File: config.mk
export PLATFORM = sky130hd
export DESIGN_NAME = keccak_sponge_ctrl
export DESIGN_NICKNAME = d
export VERILOG_FILES = /design/src/rtl/keccak_sponge_ctrl.sv
export SDC_FILE = /design/constraint.sdc
export NUM_CORES = 1
export LEC_CHECK = 0
export ABC_AREA = 1
export BUFFER_PORTS_ARGS = -buffer_cell sky130_fd_sc_hd__buf_4
export CAP_MARGIN = 20
export CORE_AREA = 2 2 110 112
export CTS_CLUSTER_DIAMETER = 120
export DETAILED_ROUTE_END_ITERATION = 12
export DIE_AREA = 0 0 112 114
export HOLD_SLACK_MARGIN = 0.05
export PLACE_DENSITY_LB_ADDON = 0.08
export SLEW_MARGIN = 0
export SYNTH_ARGS = -nofsm -noshare
export SYNTH_HDL_FRONTEND = slang
export SYNTH_SLANG_ARGS = --single-unit
File: constraint.sdc
create_clock -name CLK -period 1.7 [get_ports CLK]
set_input_delay 0.17 -clock CLK [delete_from_list [all_inputs] [get_ports CLK]]
set_output_delay 0.17 -clock CLK [all_outputs]
set_load 0.01 [all_outputs]
File: src/rtl/keccak_sponge_ctrl.sv
// -----------------------------------------------------------------------------
// keccak_sponge_ctrl
//   Initiator-side SHAKE256 sponge controller. Absorbs 64-bit message words
//   into the Keccak state by XOR writes, applies 0x1F ... 0x80 padding, starts
//   permutations through the core's EN/DONE handshake and squeezes OUT_WORDS
//   output words.
//
// Ports
//   CLK, RESET        rising-edge clock, synchronous active-high reset
//   START             request pulse, honoured only while idle
//   IN_DATA/VALID/LAST/BYTES, IN_READY   message stream (little-endian bytes)
//   STATE_CLR         one-cycle pulse zeroing the 1600-bit state
//   STATE_WE/IDX/WDATA XOR write of one lane; STATE_IDX also addresses reads
//   STATE_RDATA       combinational read of lane STATE_IDX
//   PERM_EN/PERM_DONE permutation start / completion pulses
//   OUT_DATA/VALID/READY squeezed output stream
//   BUSY, DONE        activity flag, end-of-request pulse
// -----------------------------------------------------------------------------
module keccak_sponge_ctrl #(
  parameter int RATE_WORDS = 17,
  parameter int OUT_WORDS  = 4,
  parameter int IDX_W      = 5
) (
  input  logic             CLK,
  input  logic             RESET,
  input  logic             START,
  input  logic [63:0]      IN_DATA,
  input  logic             IN_VALID,
  input  logic             IN_LAST,
  input  logic [3:0]       IN_BYTES,
  output logic             IN_READY,
  output logic             STATE_CLR,
  output logic             STATE_WE,
  output logic [IDX_W-1:0] STATE_IDX,
  output logic [63:0]      STATE_WDATA,
  input  logic [63:0]      STATE_RDATA,
  output logic             PERM_EN,
  input  logic             PERM_DONE,
  output logic [63:0]      OUT_DATA,
  output logic             OUT_VALID,
  input  logic             OUT_READY,
  output logic             BUSY,
  output logic             DONE
);

  typedef enum logic [2:0] {S_IDLE, S_ABSORB, S_PAD, S_PERM, S_SQUEEZE} state_t;

  localparam int               OCNT_W    = (OUT_WORDS > 1) ? $clog2(OUT_WORDS) : 1;
  localparam logic [IDX_W-1:0] LAST_LANE = IDX_W'(RATE_WORDS - 1);
  localparam logic [OCNT_W-1:0] OCNT_LAST = OCNT_W'(OUT_WORDS - 1);
  localparam logic [63:0]      PAD_LO    = 64'h0000_0000_0000_001F;
  localparam logic [63:0]      PAD_HI    = 64'h8000_0000_0000_0000;

  state_t              state_q, state_d, ret_q, ret_d;
  logic [IDX_W-1:0]    aidx_q, aidx_d, sidx_q, sidx_d;
  logic [OCNT_W-1:0]   ocnt_q, ocnt_d;
  logic                pad_hi_q, pad_hi_d;   // only the 0x80 lane write remains
  logic                launch_q, launch_d;   // PERM_EN due next cycle
  logic                in_ready_q, in_ready_d;
  logic                state_clr_q, state_clr_d;
  logic                state_we_q, state_we_d;
  logic [IDX_W-1:0]    state_idx_q, state_idx_d;
  logic [63:0]         state_wdata_q, state_wdata_d;
  logic                perm_en_q, perm_en_d;
  logic                out_valid_q, out_valid_d;
  logic                done_q, done_d;
  logic                busy_q, busy_d;

  logic fire, in_full, at_last_lane;

  // Keep the low nbytes bytes, put the 0x1F domain byte right after them and
  // optionally fold in the final 0x80 when this is already the last rate lane.
  function automatic logic [63:0] pad_last(input logic [63:0] data,
                                           input logic [3:0]  nbytes,
                                           input logic        with_hi);
    logic [63:0] w;
    w = '0;
    for (int b = 0; b < 8; b++) begin
      if (b < int'(nbytes))       w[8*b +: 8] = data[8*b +: 8];
      else if (b == int'(nbytes)) w[8*b +: 8] = 8'h1F;
    end
    if (with_hi) w[63:56] = w[63:56] ^ 8'h80;
    return w;
  endfunction

  // IN_READY is a flop, so acceptance never depends combinationally on IN_VALID.
  assign fire         = IN_VALID && in_ready_q;
  assign in_full      = (IN_BYTES >= 4'd8);
  assign at_last_lane = (aidx_q == LAST_LANE);

  always_comb begin
    // NOTE: every _d gets a default here so no path through the case leaves a
    // variable unassigned, which would otherwise infer a latch.
    state_d       = state_q;
    ret_d         = ret_q;
    aidx_d        = aidx_q;
    sidx_d        = sidx_q;
    ocnt_d        = ocnt_q;
    pad_hi_d      = pad_hi_q;
    launch_d      = launch_q;
    in_ready_d    = in_ready_q;
    state_idx_d   = state_idx_q;
    out_valid_d   = out_valid_q;
    state_clr_d   = 1'b0;
    state_we_d    = 1'b0;
    state_wdata_d = '0;
    perm_en_d     = 1'b0;
    done_d        = 1'b0;

    unique case (state_q)
      S_IDLE: begin
        if (START) begin
          state_clr_d = 1'b1;
          aidx_d      = '0;
          sidx_d      = '0;
          ocnt_d      = '0;
          pad_hi_d    = 1'b0;
          state_idx_d = '0;
          in_ready_d  = 1'b1;
          state_d     = S_ABSORB;
        end
      end

      S_ABSORB: begin
        if (fire) begin
          state_we_d  = 1'b1;
          state_idx_d = aidx_q;
          if (!IN_LAST || in_full) begin
            state_wdata_d = IN_DATA;
            aidx_d        = aidx_q + IDX_W'(1);
            if (at_last_lane) begin
              // Block full: permute, then either keep absorbing or pad at lane 0.
              in_ready_d = 1'b0;
              aidx_d     = '0;
              launch_d   = 1'b1;
              ret_d      = IN_LAST ? S_PAD : S_ABSORB;
              state_d    = S_PERM;
            end else if (IN_LAST) begin
              in_ready_d = 1'b0;
              pad_hi_d   = 1'b0;
              state_d    = S_PAD;
            end
          end else begin
            state_wdata_d = pad_last(IN_DATA, IN_BYTES, at_last_lane);
            in_ready_d    = 1'b0;
            if (at_last_lane) begin
              launch_d = 1'b1;
              ret_d    = S_SQUEEZE;
              state_d  = S_PERM;
            end else begin
              pad_hi_d = 1'b1;
              state_d  = S_PAD;
            end
          end
        end
      end

      S_PAD: begin
        state_we_d = 1'b1;
        if (pad_hi_q || at_last_lane) begin
          // Either the lone 0x80 write or the combined 0x80..1F word.
          state_idx_d   = LAST_LANE;
          state_wdata_d = pad_hi_q ? PAD_HI : (PAD_HI | PAD_LO);
          pad_hi_d      = 1'b0;
          launch_d      = 1'b1;
          ret_d         = S_SQUEEZE;
          state_d       = S_PERM;
        end else begin
          state_idx_d   = aidx_q;
          state_wdata_d = PAD_LO;
          pad_hi_d      = 1'b1;
        end
      end

      S_PERM: begin
        if (launch_q) begin
          perm_en_d = 1'b1;
          launch_d  = 1'b0;
        end else if (PERM_DONE && !perm_en_q) begin
          state_d = ret_q;
          if (ret_q == S_ABSORB) begin
            in_ready_d  = 1'b1;
            state_idx_d = aidx_q;
          end else if (ret_q == S_SQUEEZE) begin
            out_valid_d = 1'b1;
            state_idx_d = sidx_q;
          end
        end
      end

      S_SQUEEZE: begin
        if (OUT_READY) begin
          ocnt_d = ocnt_q + OCNT_W'(1);
          if (ocnt_q == OCNT_LAST) begin
            out_valid_d = 1'b0;
            done_d      = 1'b1;
            state_idx_d = '0;
            state_d     = S_IDLE;
          end else if (sidx_q == LAST_LANE) begin
            // Rate exhausted: permute directly, no pending write to wait for.
            sidx_d      = '0;
            out_valid_d = 1'b0;
            perm_en_d   = 1'b1;
            ret_d       = S_SQUEEZE;
            state_d     = S_PERM;
          end else begin
            sidx_d      = sidx_q + IDX_W'(1);
            state_idx_d = sidx_q + IDX_W'(1);
          end
        end
      end

      default: state_d = S_IDLE;
    endcase

    busy_d = (state_d != S_IDLE);
  end

  // NOTE: sequential state uses non-blocking assignments so every flop samples
  // the pre-edge values of all others, independent of statement order.
  always_ff @(posedge CLK) begin
    if (RESET) begin
      state_q       <= S_IDLE;
      ret_q         <= S_IDLE;
      aidx_q        <= '0;
      sidx_q        <= '0;
      ocnt_q        <= '0;
      pad_hi_q      <= 1'b0;
      launch_q      <= 1'b0;
      in_ready_q    <= 1'b0;
      state_clr_q   <= 1'b0;
      state_we_q    <= 1'b0;
      state_idx_q   <= '0;
      state_wdata_q <= '0;
      perm_en_q     <= 1'b0;
      out_valid_q   <= 1'b0;
      done_q        <= 1'b0;
      busy_q        <= 1'b0;
    end else begin
      state_q       <= state_d;
      ret_q         <= ret_d;
      aidx_q        <= aidx_d;
      sidx_q        <= sidx_d;
      ocnt_q        <= ocnt_d;
      pad_hi_q      <= pad_hi_d;
      launch_q      <= launch_d;
      in_ready_q    <= in_ready_d;
      state_clr_q   <= state_clr_d;
      state_we_q    <= state_we_d;
      state_idx_q   <= state_idx_d;
      state_wdata_q <= state_wdata_d;
      perm_en_q     <= perm_en_d;
      out_valid_q   <= out_valid_d;
      done_q        <= done_d;
      busy_q        <= busy_d;
    end
  end

  assign IN_READY    = in_ready_q;
  assign STATE_CLR   = state_clr_q;
  assign STATE_WE    = state_we_q;
  assign STATE_IDX   = state_idx_q;
  assign STATE_WDATA = state_wdata_q;
  assign PERM_EN     = perm_en_q;
  assign OUT_VALID   = out_valid_q;
  assign OUT_DATA    = out_valid_q ? STATE_RDATA : '0;
  assign BUSY        = busy_q;
  assign DONE        = done_q;

endmodule

== Word level (Yosys, flattened, before mapping) ==
Index checks and enable logic that the tools add are counted.

* Add/subtract/negate cells: 3
* Magnitude comparators: 9
* Equality and inequality tests: 35
* Mux-type cells: 108
* Bitwise gates (word level): 4
* Reductions and logical operators: 28

{| class="wikitable"
|+ Operators by type and width
! cell !! count
|-
| 64-bit two-way mux || 4
|-
| 64-bit case mux with 2 select lines || 1
|-
| 5-bit two-way mux || 25
|-
| 8-bit two-way mux || 12
|-
| 3-bit two-way mux || 19
|-
| 1-bit two-way mux || 32
|-
| 2-bit != test (second input constant) || 14
|-
| 5-bit case mux with 5 select lines || 1
|-
| 7-bit AND reduction || 3
|-
| 5-bit case mux with 2 select lines || 2
|-
| 4-bit == test (first input constant) || 4
|-
| 3-bit by 4-bit less-than comparator with 1-bit output (first input constant) || 4
|-
| 3-bit case mux with 5 select lines || 1
|-
| 3-bit nonzero test || 5
|-
| 3-bit != test (second input constant) || 4
|-
| 4-bit AND reduction || 3
|-
| 5-bit by 1-bit adder with 5-bit output (second input constant) || 2
|-
| 5-bit == test (second input constant) || 2
|-
| 1-bit case mux with 3 select lines || 3
|-
| 3-bit case mux with 3 select lines || 1
|-
| 3-bit by 4-bit == test with 1-bit output (first input constant) || 2
|-
| 1-bit by 4-bit less-than comparator with 1-bit output (first input constant) || 2
|-
| 2-bit by 4-bit less-than comparator with 1-bit output (first input constant) || 2
|-
| 8-bit AND reduction || 1
|-
| 23 further kinds || 38
|}

* Register bits: 96
* Bits of input ports: 139
* Output and inout port bits: 140

== Logic depth before layout (Yosys ltp) ==
Gate-level depths: netlist (run 1).

* Depth in word-level cells: 11
* Depth in mapped cells: 12
* Gate-level depth less buffers: 12

== Least setup slack after synthesis (run 1) ==
No wires, ideal clock.

* Path kind: reg2reg
* Start point: register aidx_q[0]
* End point: register busy_q (netlist: BUSY)
* Setup time: 0.119 ns
* Data arrival time: 1.374 ns
* Path slack: 0.208 ns
* Stages on the path, launching flop included: 11
* Buffers on the path: 0
* Cell sequence: dfxtp_1 -> inv_1 -> ha_1 -> nand2_1 -> inv_1 -> nand2_1 -> inv_1 -> o21ai_0 -> nand4_1 -> nand2_1 -> nand2_1

* Cells in the longest elaborated chain, start to end: 6
* Elaborated cells between the ends (all ways): 9
* Those cells by class: 1 x eq/ne; 6 x mux; 2 x reduce/logical

{| class="wikitable"
|+ Ends and longest elaborated chain
! element !! RTL line !! source
|-
| start: declaration || 55 || <nowiki>logic [IDX_W-1:0] aidx_q, aidx_d, sidx_q, sidx_d;</nowiki>
|-
| start signal: assignment || 242 || <nowiki>aidx_q <= aidx_d;</nowiki>
|-
| 5-bit == test * || 89 || <nowiki>assign at_last_lane = (aidx_q == LAST_LANE);</nowiki>
|-
| 1-bit two-way mux / 3-bit two-way mux (equally long branches) || 146, 131 ||
|-
| 3-bit two-way mux || 128 || <nowiki>if (!IN_LAST || in_full) begin</nowiki>
|-
| 3-bit two-way mux || 125 || <nowiki>if (fire) begin</nowiki>
|-
| 3-bit case mux with 5 select lines * || 110 || <nowiki>unique case (state_q)</nowiki>
|-
| 3-bit nonzero test * || 216 || <nowiki>busy_d = (state_d != S_IDLE);</nowiki>
|-
| end signal: assignment || 255 || <nowiki>busy_q <= busy_d;</nowiki>
|-
| end: declaration || 67 || <nowiki>logic busy_q, busy_d;</nowiki>
|}

Mark *: on every way between the ends. The rest lies on a longest branch, timed or not.
A chain may end at the register's enable or synchronous reset.

== Final worst setup path (run 1) ==
* Start point: register state_q[1]
* End point: register state_wdata_q[16] (netlist: STATE_WDATA[16])

* Cells in the longest elaborated chain, start to end: 2
* Elaborated cells between the ends (all ways): 3
* Those cells by class: 2 x eq/ne; 1 x mux

{| class="wikitable"
|+ Ends and longest elaborated chain
! element !! RTL line !! source
|-
| start: declaration || 54 || <nowiki>state_t state_q, state_d, ret_q, ret_d;</nowiki>
|-
| start signal: assignment || 240 || <nowiki>state_q <= state_d;</nowiki>
|-
| 3-bit by 2-bit == test with 1-bit output / 3-bit by 1-bit == test with 1-bit output (equally long branches) || 110 ||
|-
| 64-bit case mux with 2 select lines * || 110 ||
|-
| end signal: assignment || 251 || <nowiki>state_wdata_q <= state_wdata_d;</nowiki>
|-
| end: declaration || 63 || <nowiki>logic [63:0] state_wdata_q, state_wdata_d;</nowiki>
|}

Marks and branches as above.

==> results.sh, run 1 <==
export IMPL_clock_latency_ns=0.34
export IMPL_drive_gt1_frac=0.3509
export IMPL_tns_ns=0
export IMPL_cts_sinks=96
export IMPL_final_max_slew_viol_count=0
export IMPL_max_stage_delay_ns=0.37
export IMPL_cp_common_cell="inv_2"
export IMPL_hold_path_startpoint="IN_DATA[21]"
export IMPL_synth_area_leaders="dfxtp_1 (42%), nand2_1 (15%), inv_1 (11%)"
export IMPL_path_cells="inv_2 > nand3_1 > nor2_2 > inv_2 > nor2_4 > nand2_1 > nor2_1"
export IMPL_cts_buffers=9
export IMPL_wirelength_mm=15.54
export IMPL_cts_htree_levels=3
export IMPL_core_um2=11710
export IMPL_hpwl_mm=12.46
export IMPL_clockBufferDepth=2
export IMPL_setup_worst_path_start="state_q[1]"
export IMPL_grt_setup_unrepaired="true"
export IMPL_clk_pin_slew_worst_paths_ns=0.07
export IMPL_fin_util=0.6283
export IMPL_drc=0
export IMPL_vdd_ir_drop_max_mv=0.6317
export IMPL_crit_arrival_ns=1.87
export IMPL_track_usage=0.2322
export IMPL_power_mw=5.276
export IMPL_dr_total_vias=5143
export IMPL_rows=40
export IMPL_switching_share=0.2619
export IMPL_cp_start_kind="register"
export IMPL_synth_edf_count=0
export IMPL_clkPwrFrac=0.390
export IMPL_ys_warn_count=0
export IMPL_reg2reg_from="state_q[1]"
export IMPL_cellPowerDensity_nw_per_um2=716.9
export IMPL_power_frac_comb=0.161
export IMPL_netlist_area_um2=4559
export IMPL_hold_class="input pin to register"
export IMPL_final_cells=1150
export IMPL_cellLeakagePower_nw=4.352
export IMPL_dr_pass1_iters=4
export IMPL_ant_nets=0
export IMPL_tightest_slew_ns=0.4562
export IMPL_fillers=1119
export IMPL_overflow=0
export IMPL_ios=279
export IMPL_die_w_um=112
export IMPL_diodes=0
export IMPL_synth_most_common_cell="nand2_1"
export IMPL_end_kind="register"
export IMPL_p_seq_frac=0.449
export IMPL_layout_min_cycle_time_ns=1.597
export IMPL_die_h_um=114
export IMPL_fin_nets=1143
export IMPL_area_growth_pct=61.39
export IMPL_finClkSkew_ns=0.006882
export IMPL_grt_pass1_vias=4774
export IMPL_drt_vias_per_instance=4.472
export IMPL_die_area_um2=12770
export IMPL_drtIter0Drc=270
export IMPL_status="complete, no violations"
export IMPL_critPathSlowestCell="dfxtp_1"
export IMPL_clock_root_buffer="clkbuf_16"
export IMPL_synthArstFlopShare=0
export IMPL_hold_slack_ns=0.05541
export IMPL_tritoncts="done"
export IMPL_worst_path_buf_inv=2
export IMPL_hold_viol=0
export IMPL_initial_core_util=0.3893
export IMPL_finalWeightedCongestion=0.8443
export IMPL_synth_cell_type_count=33
export IMPL_yosysTopAreaCell="dfxtp_1"
export IMPL_fin_crit_sh=0.9393
export IMPL_p_sw_mw=1.381
export IMPL_p_int_mw=3.894
export IMPL_setup_violations=0
export IMPL_synth_cells=692
export IMPL_path_max_fanout=9
export IMPL_synthFlopType="dfxtp_1"
export IMPL_synthDominantCellAreaShare=0.4215
export IMPL_slew_headroom=0.6938
export IMPL_fmaxAchievable_ghz=0.6263
export IMPL_yosys_register_bits=96
export IMPL_maxCapViolCount=0
export IMPL_path_delay_family="simple AND/OR/NAND/NOR gates"
export IMPL_yosysSeqAreaShare=0.4215
export IMPL_portBuffers=278
export IMPL_required_ns=1.97
export IMPL_antenna_found_initial=0
export IMPL_synthTopCellsByCount="nand2_1 (183), inv_1 (131), dfxtp_1 (96)"
export IMPL_dp_cells=1117
export IMPL_grt_pass1_wl_mm=23.78
export IMPL_routedWlPerCell_um=13.51
export IMPL_grt_start_max_net_pins=46
export IMPL_synth_avg_cell_area_um2=6.589
export IMPL_synth_nets=836
export IMPL_path_class="register to register"
## area by class of cell
class | instances | area [µm²] | area share
inverter | 139 | 521.8 | 0.07091
clock buffer | 9 | 225.2 | 0.03061
timing repair buffer | 316 | 2417 | 0.3285
clock inverter | 6 | 76.32 | 0.01037
tap | 147 | 183.9 | 0.02500
multi-input combinational | 437 | 2008 | 0.2729
sequential | 96 | 1926 | 0.2617
## metrics by stage
stage	cell area, µm²	setup WS, ns
after floorplan	4559	0.2077
after global routing	7358	-0.05940
final	7358	0.1033
after CTS	7338	0.03176
after global placement	6867	0.08460
after detailed placement	6867	0.05296
## state kept, by name (all words and copies together), names as in the netlist
signal / cells
pad_hi_q: 1
sidx_q: 5
DONE: 1
STATE_IDX: 5
ret_q: 3
state_q: 3
IN_READY: 1
PERM_EN: 1
BUSY: 1
launch_q: 1
STATE_CLR: 1
STATE_WE: 1
aidx_q: 5
STATE_WDATA: 64
ocnt_q: 2
OUT_VALID: 1
## routing by layer
metal  wire (µm)  vias to the layer above  share of wire  GRT usage
met2        7378                      179           0.47     0.3903
li1            -                     2704              -          -
met5           0                        -              0          0
met4         146                        0         0.0094    0.04959
met1        6691                     2250           0.43     0.2907
met3        1325                       10          0.085    0.08130
## placed cells by master (no fill, tap or decap), types with 2 or more instances in the layout
cell and count:
buf_4 298, nand2_1 181, inv_1 131, dfxtp_1 93
nor2_1 89, a21oi_1 50, nand3_1 33, o21ai_0 25
dlygate4sd3_1 18, nor2_2 10, nand2_2 9, clkbuf_16 9
inv_2 7, nand4_1 7, o21ai_1 7, ha_1 5
nor3_1 4, dfxtp_2 3, nor2_4 3, nand2_4 3
xor2_1 2, clkinvlp_4 2, inv_8 2
## power by group through the flow
stage	combinational, mW	sequential, mW	clock (mW)
6_report	0.849	2.37	2.06
5_1_grt	0.944	2.37	2.21
4_1_cts	0.844	2.36	2.10
3_5_place_dp	0.807	2.42	0
3_3_place_gp	0.804	2.42	0
2_1_floorplan	0.385	2.42	0
## kinds of logic (layout without fill, tap and decap cells)
| group | count (synthesis) | count (layout) | share of synthesized area |
|---|---|---|---|
| xor+xnor | 2 | 2 | 0.003843 |
| buf+inv | 159 | 470 | 0.1397 |
| compound gates | 87 | 87 | 0.1007 |
| fa+ha+maj | 5 | 5 | 0.01372 |
| simple gates | 343 | 343 | 0.3205 |
| flops | 96 | 96 | 0.4215 |
## worst reg2reg max path: stages (launching register included)
cell	delay (ns)
dfxtp_1	0.37
inv_2	0.11
nand3_1	0.12
nor2_2	0.17
inv_2	0.08
nor2_4	0.24
nand2_1	0.26
nor2_1	0.17
## worst paths after layout
path / cells past startpoint / endpoint / slack [ns]
hold / removal: 3 / STATE_WDATA[21] / 0.06
setup reg to reg: 7 / STATE_WDATA[16] / 0.10
hold reg to reg: 2 / STATE_IDX[0] / 0.47
setup / recovery: 7 / STATE_WDATA[16] / 0.10
## what timing repair did
item,4_1_cts,5_1_grt
buffers inserted,0,0
resized for setup,0,7
endpoints found under the hold margin,17,1
setup endpoints to repair,0,15
hold buffers,17,1
No activity file was read; power rests on OpenSTA's default activity.
==> inputs of run 2 (changes only) <==
--- a/config.mk
+++ b/config.mk
@@ -14,7 +14,7 @@
 export DIE_AREA = 0 0 112 114
 export HOLD_SLACK_MARGIN = 0.05
 export PLACE_DENSITY_LB_ADDON = 0.08
-export SLEW_MARGIN = 0
+export RECOVER_POWER = 100
 export SYNTH_ARGS = -nofsm -noshare
 export SYNTH_HDL_FRONTEND = slang
 export SYNTH_SLANG_ARGS = --single-unit
==> results.sh, run 2 (same netlist as run 1, synthesis figures left out) <==
export IMPL_status="complete, no violations"
export IMPL_layout_min_cycle_time_ns=1.595
export IMPL_cellLeakagePower_nw=3.950
export IMPL_cp_start_kind="register"
export IMPL_largest_reg_flops=64
export IMPL_final_cells=1150
export IMPL_post_place_ws_ns=0.05296
export IMPL_die_area_um2=12770
export IMPL_fin_crit_sh=0.9385
export IMPL_grt_pass1_vias=4774
export IMPL_grt_pass1_wl_mm=23.78
export IMPL_fmaxAchievable_ghz=0.6268
export IMPL_wirelength_mm=15.53
export IMPL_slew_headroom=0.6980
export IMPL_initial_core_util=0.3893
export IMPL_final_cell_mix="buf_4 (202), nand2_1 (181), inv_1 (131)"
export IMPL_tritoncts="done"
export IMPL_mostFrequentLayoutCell="buf_4"
export IMPL_dp_cells=1117
export IMPL_drt_vias_per_instance=4.477
export IMPL_cellPowerDensity_nw_per_um2=751.3
export IMPL_antenna_found_initial=0
export IMPL_diodes=0
export IMPL_vdd_ir_drop_max_mv=0.6470
export IMPL_hold_viol=0
export IMPL_drtIter0Drc=271
export IMPL_grt_use_met1=0.2907
export IMPL_drive_gt1_frac=0.2532
export IMPL_crit_arrival_ns=1.82
export IMPL_cts_htree_levels=3
export IMPL_core_um2=11710
export IMPL_grt_start_max_net_pins=46
export IMPL_portBuffers=278
export IMPL_dpl_cell_area_um2=6867
export IMPL_finClkSkew_ns=0.007017
export IMPL_clk_pin_slew_worst_paths_ns=0.07
export IMPL_final_max_slew_viol_count=0
export IMPL_end_kind="register"
export IMPL_cts_buffers=9
export IMPL_drc=0
export IMPL_busiest_layer="met2"
export IMPL_finalWeightedCongestion=0.8443
export IMPL_path_class="register to register"
export IMPL_die_w_um=112
export IMPL_overflow=0
export IMPL_hold_class="input pin to register"
export IMPL_clockBufferDepth=2
export IMPL_rows=40
export IMPL_design_area_um2=6995
export IMPL_track_usage=0.2322
export IMPL_grt_setup_unrepaired="true"
export IMPL_grtUsageMet3=0.08130
export IMPL_maxCapViolCount=0
export IMPL_hpwl_mm=12.46
export IMPL_die_h_um=114
export IMPL_tightest_slew_ns=0.4500
export IMPL_cts_sinks=96
export IMPL_required_ns=1.93
export IMPL_post_cts_setup_buffer_count=0
export IMPL_area_growth_pct=53.43
export IMPL_ios=279
export IMPL_routedWlPerCell_um=13.51
export IMPL_fillers=1206
export IMPL_fin_nets=1143
export IMPL_clock_root_buffer="clkbuf_16"
export IMPL_use_met2=0.3903
export IMPL_ant_nets=0
export IMPL_clock_latency_ns=0.34
export IMPL_path_max_fanout=8
export IMPL_setup_ws_ns=0.1046
export IMPL_setup_violations=0
export IMPL_dr_total_vias=5149
export IMPL_dr_pass1_iters=4
[run 2: repair_timing]
action,4_1_cts,5_1_grt
hold buffers,17,1
hold endpoints to repair,17,1
setup endpoints to repair,0,15
gates resized for setup,0,7
[run 2: final timing paths]
kind | startpoint | endpoint | slack [ns] | cells after the start
worst max register to register | aidx_q[0] | BUSY | 0.10 | 10
worst max-delay path | aidx_q[0] | BUSY | 0.10 | 10
worst min register to register | STATE_IDX[0] | STATE_IDX[0] | 0.46 | 2
worst min-delay path | IN_DATA[4] | STATE_WDATA[4] | 0.06 | 3
[run 2: stage by stage]
| stage | TNS (ns) | hold slack (ns) | util | total power, mW |
|---|---|---|---|---|
| 2_1_floorplan | 0 | 0.2822 | - | 2.804 |
| 3_3_place_gp | 0 | 0.3833 | 0.5863 | 3.221 |
| 3_5_place_dp | 0 | 0.3904 | 0.5863 | 3.224 |
| 4_1_cts | 0 | 0.05026 | 0.6266 | 5.313 |
| 5_1_grt | -0.3669 | 0.05173 | 0.5973 | 5.504 |
| 6_report | 0 | 0.05540 | 0.5973 | 5.256 |
[run 2: critical path, cell delays in order (launching register included)]
cell	delay [ns]
dfxtp_1	0.33
inv_1	0.06
ha_1	0.19
nand2_1	0.06
inv_1	0.04
nand2_2	0.13
inv_1	0.09
o21ai_0	0.28
nand4_1	0.13
nand2_1	0.11
nand2_1	0.06
[run 2: cell type report]
cell class,instances,area [µm²],area share
repair buffers,316,2062,0.2948
multi-input cells,437,2003,0.2864
flip-flops and latches,96,1923,0.2749
inverters,139,521.8,0.07458
clock buffers,9,225.2,0.03219
well taps,147,183.9,0.02629
clock inverters,6,76.32,0.01091
[run 2: per-layer routing]
| layer | vias up | wire length (µm) |
|---|---|---|
| met5 | - | 0 |
| met4 | 0 | 145 |
| met3 | 10 | 1360 |
| met2 | 191 | 7348 |
| met1 | 2244 | 6677 |
| li1 | 2704 | - |
[run 2: power breakdown]
group	leakage [nW]	internal, mW	switching [mW]
Clock	0.142	1.16	0.906
Combinational	3.03	0.401	0.426
Sequential	0.778	2.31	0.0525
